===== src/rtl/fft_in_framer.sv =====
// Input framer for an FFT core: widens 16-bit complex samples to 32 bits, tags the
// last sample of each FFT_LEN frame, and buffers through an output register plus skid.
module fft_in_framer #(
    parameter int FFT_LEN  = 1024,
    parameter int SCALE_SH = 0,
    localparam int IDX_W   = $clog2(FFT_LEN)
) (
    input  logic             clk,
    input  logic             rst,
    input  logic [15:0]      s_re,
    input  logic [15:0]      s_im,
    input  logic             s_tvalid,
    output logic             s_tready,
    output logic [31:0]      m_re,
    output logic [31:0]      m_im,
    output logic             m_tlast,
    output logic             m_tvalid,
    input  logic             m_tready,
    output logic [IDX_W-1:0] sample_idx,
    output logic             frame_done,
    output logic [1:0]       dbg_state
);

    // Handshake: a beat moves when valid and ready are both high in the same cycle;
    // valid never waits for ready, and s_tready comes straight from a flop.
    typedef enum logic [1:0] {
        EMPTY = 2'd0,
        ONE   = 2'd1,
        TWO   = 2'd2
    } state_t;

    state_t      state;
    logic [31:0] skid_re;
    logic [31:0] skid_im;
    logic        skid_last;

    logic        in_xfer;
    logic        out_xfer;
    logic [31:0] in_re_w;
    logic [31:0] in_im_w;
    logic        in_last;

    assign dbg_state = state;
    assign in_xfer   = s_tvalid & s_tready;
    assign out_xfer  = m_tvalid & m_tready;

    // The headroom above bit 15 absorbs any shift up to 16, so no overflow is possible.
    assign in_re_w = {{16{s_re[15]}}, s_re} << SCALE_SH;
    assign in_im_w = {{16{s_im[15]}}, s_im} << SCALE_SH;
    assign in_last = (sample_idx == IDX_W'(FFT_LEN - 1));

    always_ff @(posedge clk) begin
        if (rst) begin
            state      <= EMPTY;
            m_tvalid   <= 1'b0;
            m_tlast    <= 1'b0;
            m_re       <= '0;
            m_im       <= '0;
            skid_re    <= '0;
            skid_im    <= '0;
            skid_last  <= 1'b0;
            sample_idx <= '0;
            s_tready   <= 1'b0;
            frame_done <= 1'b0;
        end else begin
            frame_done <= out_xfer & m_tlast;
            s_tready   <= 1'b1;
            // Power-of-two length lets the index wrap naturally after the tlast sample.
            if (in_xfer) begin
                sample_idx <= sample_idx + IDX_W'(1);
            end

            case (state)
                EMPTY: begin
                    if (in_xfer) begin
                        m_re     <= in_re_w;
                        m_im     <= in_im_w;
                        m_tlast  <= in_last;
                        m_tvalid <= 1'b1;
                        state    <= ONE;
                    end
                end
                ONE: begin
                    if (in_xfer && !out_xfer) begin
                        skid_re   <= in_re_w;
                        skid_im   <= in_im_w;
                        skid_last <= in_last;
                        s_tready  <= 1'b0;
                        state     <= TWO;
                    end else if (in_xfer) begin
                        m_re    <= in_re_w;
                        m_im    <= in_im_w;
                        m_tlast <= in_last;
                    end else if (out_xfer) begin
                        m_tvalid <= 1'b0;
                        state    <= EMPTY;
                    end
                end
                TWO: begin
                    if (out_xfer) begin
                        m_re    <= skid_re;
                        m_im    <= skid_im;
                        m_tlast <= skid_last;
                        state   <= ONE;
                    end else begin
                        s_tready <= 1'b0;
                    end
                end
                default: begin
                    state    <= EMPTY;
                    m_tvalid <= 1'b0;
                end
            endcase
        end
    end

endmodule


===== config.mk =====
export PLATFORM = sky130hd
export DESIGN_NAME = fft_in_framer
export DESIGN_NICKNAME = d
export VERILOG_FILES = /design/src/rtl/fft_in_framer.sv
export SDC_FILE = /design/constraint.sdc
export NUM_CORES = 1
export LEC_CHECK = 0
export ABC_AREA = 1
export BUFFER_PORTS_ARGS = -buffer_cell sky130_fd_sc_hd__buf_2
export CORE_MARGIN = 2
export CORE_UTILIZATION = 45
export DETAILED_ROUTE_END_ITERATION = 6
export HOLD_SLACK_MARGIN = 0.15
export PLACE_DENSITY = 0.7
export SETUP_SLACK_MARGIN = 0.2
export SLEW_MARGIN = 20
export SYNTH_ARGS = -nofsm -noshare
export SYNTH_HDL_FRONTEND = slang
export SYNTH_SLANG_ARGS = --single-unit
export TNS_END_PERCENT = 50

===== constraint.sdc =====
create_clock -name clk -period 3.3 [get_ports clk]
set_input_delay 0.165 -clock clk [delete_from_list [all_inputs] [get_ports clk]]
set_output_delay 0.165 -clock clk [all_outputs]
set_load 0.005 [all_outputs]

After elaboration in Yosys (flattened, before gate mapping):

Cells that the tools add are included.
Widths: inputs -> output; s select.

* $add $sub $neg: 1
* shifts and indexed selects: 0
* mux-type cells: 26
* multipliers: 0
* bitwise logic cells: 4
* $lt $le $gt $ge: 0
* reductions and logical operators: 8
* eq/ne operators: 10
* div/mod/pow operators: 0

Operators with widths (count)
* $mux 32: 6
* $pmux 32 s3: 2
* $add 10x1->10 const B: 1
* $eq 10x10->1 const B: 1
* $mux 2: 5
* $ne 2x2->1 const B: 5
* $mux 1: 9
* $ne 3x3->1 const B: 2
* $pmux 1 s3: 2
* $pmux 2 s3: 1
* $reduce_and 5->1: 1
* $reduce_and 4->1: 1
* $and 1x1->1: 3
* $reduce_and 3->1: 1
* $reduce_bool 3->1: 1
* $eq 2x1->1 const B: 1
* $eq 2x2->1 const B: 1
* $logic_not 2->1: 1
* $pmux 1 s2: 1
* $reduce_and 2->1: 1
* $logic_and 1x1->1: 1
* $logic_not 1->1: 1
* $not 1->1: 1

* flip-flop bits (word level): 113
* ROM bits: 0
* memories kept: 0
* bits in latches: 0
* bits in writable memories: 0

Logic depth before layout (Yosys ltp):

Gate-level depths: netlist (run 1).

* word-level depth: 5
* depth in mapped cells: 11

Least setup slack after synthesis (run 1):

OpenSTA, ideal clock, no wires.

* path type: register -> register
* start: reg state[0] (netlist: dbg_state[0])
* end: reg m_im[0]
* library setup time: 0.110 ns
* arrival time: 1.471 ns
* path buffers: 2
* clock period less this slack: 1.581 ns
* path slack: 1.719 ns
* required time: 3.190 ns
* cell stages (with the launch flop): 11
* cells stage by stage: dfxtp_1 > inv_1 > ha_1 > buf_2 > nand2_2 > inv_2 > nor2_4 > buf_2 > nand3_1 > nand2_1 > nor2_1

* cells in the longest elaborated chain, start to end: 3
* elaborated cells between the ends (all ways): 8

RTL lines
* start: declaration: RTL line 32 `state_t state;`
* start signal: assignment: RTL line 54 `state <= EMPTY;`
* start signal: assignment: RTL line 80 `state <= ONE;`
* start signal: assignment: RTL line 89 `state <= TWO;`
* $eq 2x1->1 (tied with other cells): RTL line 73 `case (state)`
* $ne 2x2->1 (no source line) / $reduce_bool 3->1 (equally long branches)
* $reduce_and 3->1 (no source line)
* end signal: assignment: RTL line 77 `m_im <= in_im_w;`
* end signal: assignment: RTL line 92 `m_im <= in_im_w;`
* end signal: assignment: RTL line 102 `m_im <= skid_im;`
* end: declaration: RTL line 15 `output logic [31:0] m_im,`

Parallel ways exist; a longest one is shown, timed or not.
A chain may end at the register's enable or synchronous reset.

Final worst setup path (run 1):

* start: reg state[0] (netlist: dbg_state[0])
* end: reg m_re[11]

* cells in the longest elaborated chain, start to end: 3
* elaborated cells between the ends (all ways): 8

RTL lines
* $eq 2x1->1 (tied with other cells): RTL line 73
* $ne 2x2->1 (no source line) / $reduce_bool 3->1 (equally long branches)
* $reduce_and 3->1 (no source line)
* end signal: assignment: RTL line 76 `m_re <= in_re_w;`
* end signal: assignment: RTL line 91 `m_re <= in_re_w;`
* end signal: assignment: RTL line 101 `m_re <= skid_re;`
* end: declaration: RTL line 14 `output logic [31:0] m_re,`

Parallel ways exist; a longest one is shown, timed or not.

==> results of run 1 <==
==> power groups by stage <==
stage / combinational [mW] / sequential (mW) / clock, mW
2_1_floorplan: 1.21 / 1.44 / 0
3_3_place_gp: 1.51 / 1.41 / 0
3_5_place_dp: 1.52 / 1.43 / 0
4_1_cts: 1.56 / 1.40 / 0.813
5_1_grt: 1.80 / 1.44 / 0.855
6_report: 1.56 / 1.40 / 0.791
==> registers in the layout (all words and copies together), names as in the netlist, 2 cells and up <==
signal / flops
dbg_state: 2
m_im: 16
m_re: 16
sample_idx: 10
skid_im: 16
skid_re: 16
==> path summary, 6_finish.rpt <==
kind | from | to | slack, ns
worst max-delay path | dbg_state[0] | m_re[11] | 1.06
worst min-delay path | s_tvalid | sample_idx[2] | 0.30
worst max register to register | dbg_state[0] | m_re[11] | 1.06
worst min register to register | sample_idx[6] | sample_idx[6] | 0.46
==> cell type report <==
| type | instances | area [sq um] | share of cell area |
|---|---|---|---|
| Clock buffer | 12 | 145 | 0.0287 |
| Clock inverter | 3 | 65.1 | 0.0129 |
| Inverter | 90 | 338 | 0.0669 |
| Multi-Input combinational cell | 390 | 1790 | 0.354 |
| Sequential cell | 81 | 1620 | 0.321 |
| Tap cell | 111 | 139 | 0.0275 |
| Timing Repair Buffer | 154 | 953 | 0.189 |
==> through the flow <==
| stage | worst slack, ns | utilization | power, mW | hold WS, ns | instances |
|---|---|---|---|---|---|
| floorplan | 1.72 | - | 2.65 | 0.234 | 623 |
| global placement | 1.18 | 0.494 | 2.92 | 0.414 | 792 |
| detailed placement | 1.09 | 0.494 | 2.94 | 0.415 | 792 |
| CTS | 1.05 | 0.555 | 3.78 | 0.288 | 841 |
| global route | 0.823 | 0.555 | 4.10 | 0.328 | 841 |
| finish | 1.06 | 0.555 | 3.75 | 0.304 | 841 |
==> Yosys cell counts <==
cell        n  area (sq um)
a21boi_0   32           240
nand2_1   135           507
inv_1      69           259
buf_6       3          33.8
nor2_1    118           443
clkbuf_2    1          5.00
clkbuf_1    6          22.5
buf_2      17          85.1
buf_4      32           240
o21ai_1     1          5.00
nor2_2      1          6.26
nor3_1      3          15.0
o21a_1      1          7.51
dfxtp_1    81          1620
o21ai_0    37           185
a21oi_1     7          35.0
inv_2      21          78.8
a31oi_1     2          12.5
nand3_1    40           200
nor2_4      2          22.5
nand2_4     1          11.3
nand4_1     1          6.26
buf_1       3          11.3
ha_1        6          75.1
or2_2       1          6.26
nand2_2     2          12.5
==> tightest hold or removal path: cells and delay by family <==
kind / cells / cell delay [ns]
simple gates: 2 / 0.27
compound gates: 1 / 0.10
buf+inv: 1 / 0.09
==> logic make-up after synthesis <==
logic type | share of synthesized area
DFF | 0.391
AOI/OAI and AO/OA | 0.117
buffers and inverters | 0.177
adders and majority gates | 0.0181
and+or+nand+nor | 0.297
==> cells in the final DEF (no fill, tap or decap) <==
master         Yosys  layout
a21boi_0          32      32
a21oi_1            7       7
a31oi_1            2       2
buf_2             17     115
buf_4             32       5
bufinv_16          0       2
clkbuf_1           6       2
clkbuf_8           0      10
clkinv_2           0       1
dfxtp_1           81      81
dlygate4sd3_1      0      34
ha_1               6       6
inv_1             69      68
inv_2             21      22
nand2_1          135     135
nand2_2            2       2
nand2_4            1       1
nand3_1           40      40
nand4_1            1       1
nor2_1           118     118
nor2_2             1       1
nor2_4             2       2
nor3_1             3       3
o21a_1             1       1
o21ai_0           37      37
o21ai_1            1       1
or2_2              1       1
==> what timing repair did <==
item	4_1_cts	5_1_grt
hold endpoints to repair	37	0
resized for setup	0	0
hold buffers	34	0
==> per-layer routing <==
metal,vias up,share of wire
met1,1754,0.46
met3,12,0.048
met4,0,0.016
li1,2062,-
met2,127,0.47
met5,-,0
==> impl_metrics.tcl, run 1 <==
set metrics [dict create \
    final_nets 768 \
    grt_busiest_layer "met2" \
    p_leak_nw 2.68 \
    dieArea_sq_um 10000 \
    seq_area_frac_synth 0.391 \
    post_cts_buffers 0 \
    switching_power_mw 1.44 \
    slew_headroom 0.353 \
    place_area_sq_um 4500 \
    clkTransAtPathRegs_ns 0.08 \
    syn_avg_cell_area_sq_um 6.66 \
    max_stage_delay_ns 0.76 \
    end_kind "flop" \
    syn2layout_area_growth_pct 21.8 \
    wl_per_cell_microns 11.7 \
    pwr-share-comb 0.415 \
    switching_share 0.383 \
    hold_class "in -> reg" \
    critPathKind "reg -> reg" \
    synth_cells 623 \
    cp_slowest_cell "inv_1" \
    drv_slew 0 \
    viasPerCell 4.70 \
    grtUsageMet1 0.256 \
    critPathLaunchType "flop" \
    crit_arrival_ns 2.52 \
    fin_skew_ns 0.00935 \
    final_area_sq_um 5050 \
    syn-cell-area_sq_um 4150 \
    gp_congestion 0.818 \
    p_int_mw 2.31 \
    clock_latency_ns 0.35 \
    path_buf_inv 2 \
    clkPwrFrac 0.211 \
    rsz0062_at_grt "false" \
    worst_slew_pin_slew_ns 0.969 \
    io_pins 116 \
    required_ns 3.58 \
    hold_viol_final 0 \
    p_seq_frac 0.374 \
    cts-buffers-inserted 9 \
    die_h_microns 100 \
    reg2regPathDepth 7 \
    tns_ns 0 \
    place_hpwl_microns 6310 \
    use_met3 0.0341 \
    setup_viol 0 \
    drtPass1Iterations 5 \
    cpMostUsedCell "inv_1" \
    worst-path-max-fanout 35 \
    hold_depth 4 \
    synth_nets 665 \
    port_buffers 115 \
    h-tree-depth 3 \
    ys_seq_elements 81 \
    fin_crit_ns 2.24 \
    clkSinkCount 81 \
    maxCapViolations 0 \
    antenna_found_initial 0 \
    vdd_ir_drop_max_v 0.000369 \
    cts_buffer_depth 2 \
    yosysWarnings 0 \
    drive_gt1_frac 0.222 \
    core_area_sq_um 9110 \
    grt_pass1_vias 3593 \
    cts_tree "yes" \
    crit_chain "inv_1 > ha_1 > inv_1 > a21boi_0 > nand3_1 > nand2_1 > nor2_1" \
    cts-root-buf "clkbuf_8" \
    grt.total_usage 0.206 \
    initial_core_util 0.455 \
    overflow 0 \
    run_status "complete, no violations" \
    vias 3955 \
    drc_errors 0 \
    grt_start_max_net_pins 52 \
    grt_pass1_wl_microns 16600 \
    crit_family "buffers and inverters" \
    power_density_nw_per_um2 742 \
    fill_cells 866 \
    n_antenna_cell 0 \
    ant_nets 0 \
    drtIter0Drc 152 \
    grt.met2_usage 0.357 \
    drt_wl_total_microns 9860 \
    fmax_ghz 0.446 \
    fin_crit_sh 0.679 \
    rows 35 \
    worst-path-stages 7 \
    synth_cell_type_count 26 \
    die_w_microns 100 \
]
(Power assumes the default switching activity.)
==> inputs of run 2 (changes only) <==
==> constraint.sdc (replaced) <==
create_clock -name clk -period 2.28 [get_ports clk]
set_input_delay 0.114 -clock clk [delete_from_list [all_inputs] [get_ports clk]]
set_output_delay 0.114 -clock clk [all_outputs]
set_load 0.005 [all_outputs]
==> impl_metrics.tcl, run 2 (same netlist as run 1, synthesis figures left out) <==
set metrics [dict create \
    run_status "complete, no violations" \
    fin_crit_ns 1.84 \
    syn2layout_area_growth_pct 22.2 \
    die_w_microns 100 \
    drt_wl_total_microns 9830 \
    worstReg2RegStart "dbg_state[1]" \
    crit_family "simple AND/OR/NAND/NOR gates" \
    cp_slowest_cell "dfxtp_1" \
    dieArea_sq_um 10000 \
    die_h_microns 100 \
    wl_per_cell_microns 11.6 \
    core_area_sq_um 9110 \
    vias 3988 \
    max_stage_delay_ns 0.42 \
    final_cell_mix "nand2_1 (135), nor2_1 (118), buf_2 (115), dfxtp_1 (81), inv_1 (68)" \
    worst_slew_pin_slew_ns 0.681 \
    cts-buffers-inserted 9 \
    final_nets 772 \
    cts_buffer_depth 2 \
    io_pins 116 \
    maxCapViolations 0 \
    r2r_slack_ns 0.44 \
    final_area_sq_um 5070 \
    critPathKind "reg -> reg" \
    r2r_end "m_re[30]" \
    fin_skew_ns 0.0110 \
    hold_viol_final 0 \
    final_common_cell "nand2_1" \
    required_ns 2.53 \
    end_kind "flop" \
    hold_start "s_tvalid" \
    fin_ws_ns 0.438 \
    post_cts_buffers 0 \
    fmax_ghz 0.543 \
    drtPass1Iterations 4 \
    hold_class "in -> reg" \
    crit_chain "inv_1 > ha_1 > nand3_1 > nor2_4 > nor2_4 > buf_4 > nand3_1 > nand2_1 > nor2_1" \
    grt.total_usage 0.198 \
    reg2regPathDepth 9 \
    place_area_sq_um 4540 \
    cts_tree "yes" \
    slew_headroom 0.545 \
    clkTransAtPathRegs_ns 0.08 \
    vdd_ir_drop_max_v 0.000487 \
    gp_congestion 0.803 \
    grt_pass1_wl_microns 16000 \
    seq_area_sq_um 1620 \
    clock_latency_ns 0.35 \
    p_leak_nw 2.69 \
    cts-root-buf "clkbuf_8" \
    grt_start_max_net_pins 41 \
    overflow 0 \
    fin_crit_sh 0.808 \
    final_core_util 0.556 \
    multi_input_area_sq_um 1790 \
    clkSinkCount 81 \
    whs_endpoint "sample_idx[2]" \
    drive_gt1_frac 0.230 \
    path_buf_inv 2 \
    critPathLaunchType "flop" \
    antenna_found_initial 0 \
    place_hpwl_microns 6450 \
    rsz0062_at_grt "false" \
    viasPerCell 4.71 \
    h-tree-depth 3 \
    rows 35 \
    hold_depth 4 \
    drv_slew 0 \
    ant_nets 0 \
    port_buffers 115 \
    crit_arrival_ns 2.09 \
    fill_cells 867 \
    dpl_worst_slack_ns 0.279 \
    drc_errors 0 \
    setup_viol 0 \
    drtIter0Drc 167 \
    worst-path-max-fanout 32 \
    whs_ns 0.267 \
    n_antenna_cell 0 \
    tns_ns 0 \
    grt_pass1_vias 3629 \
    power_density_nw_per_um2 1040 \
    initial_core_util 0.455 \
]
[run 2: cell types whose count changed in the layout (fill, tap and decap cells not counted), sizes merged]
| cell | previous run | this run |
|---|---|---|
| inv | 90 | 91 |
| clkinv | 1 | 2 |
| clkinvlp | 0 | 1 |
| buf | 120 | 124 |
| bufinv | 2 | 0 |
[run 2: timing repair]
item,4_1_cts,5_1_grt
hold buffers,34,0
gates resized for setup,0,1
setup endpoints to repair,0,31
endpoints found under the hold margin,44,0
[run 2: per-layer routing]
layer,GRT usage,part of all wire,up-vias
li1,-,-,2074
met1,0.235,0.44,1786
met2,0.361,0.48,117
met3,0.0292,0.056,11
met4,0.0727,0.015,0
met5,0,0,-
[run 2: layout make-up]
type,count,share of cell area
clock buffer,12,0.0306
clock inverter,4,0.00518
multi-input combinational,390,0.354
timing repair buffer,158,0.196
sequential,81,0.320
inverter,90,0.0667
tap,111,0.0274
[run 2: power breakdown]
part	total, mW	internal (mW)	leakage (nW)	switching, mW
Combinational	2.28	0.945	1.93	1.33
Clock	0.979	0.456	0.0928	0.522
Sequential	2.03	1.79	0.662	0.241
Total	5.29	3.19	2.69	2.10
[run 2: tightest hold or removal path, stage by stage]
cell,delay [ns]
buf_2,0.09
nand2_1,0.14
nor2_1,0.13
o21a_1,0.11
[run 2: how the worst max path moves through the flow]
stage               slack [ns]       end         start  cells after the start
floorplan                 0.70   m_im[0]  dbg_state[0]                     10
global placement          0.33  m_re[12]  dbg_state[0]                      8
detailed placement        0.28  m_re[30]  dbg_state[0]                      8
CTS                       0.27  m_re[30]  dbg_state[0]                      8
global route              0.29  m_im[13]  dbg_state[0]                      9
finish                    0.44  m_re[30]  dbg_state[1]                      9
[run 2: stage by stage]
step	power (mW)	std cells
2_1_floorplan	3.83	623
6_report	5.29	846
3_3_place_gp	4.26	796
3_5_place_dp	4.30	796
5_1_grt	5.77	846
4_1_cts	5.33	846
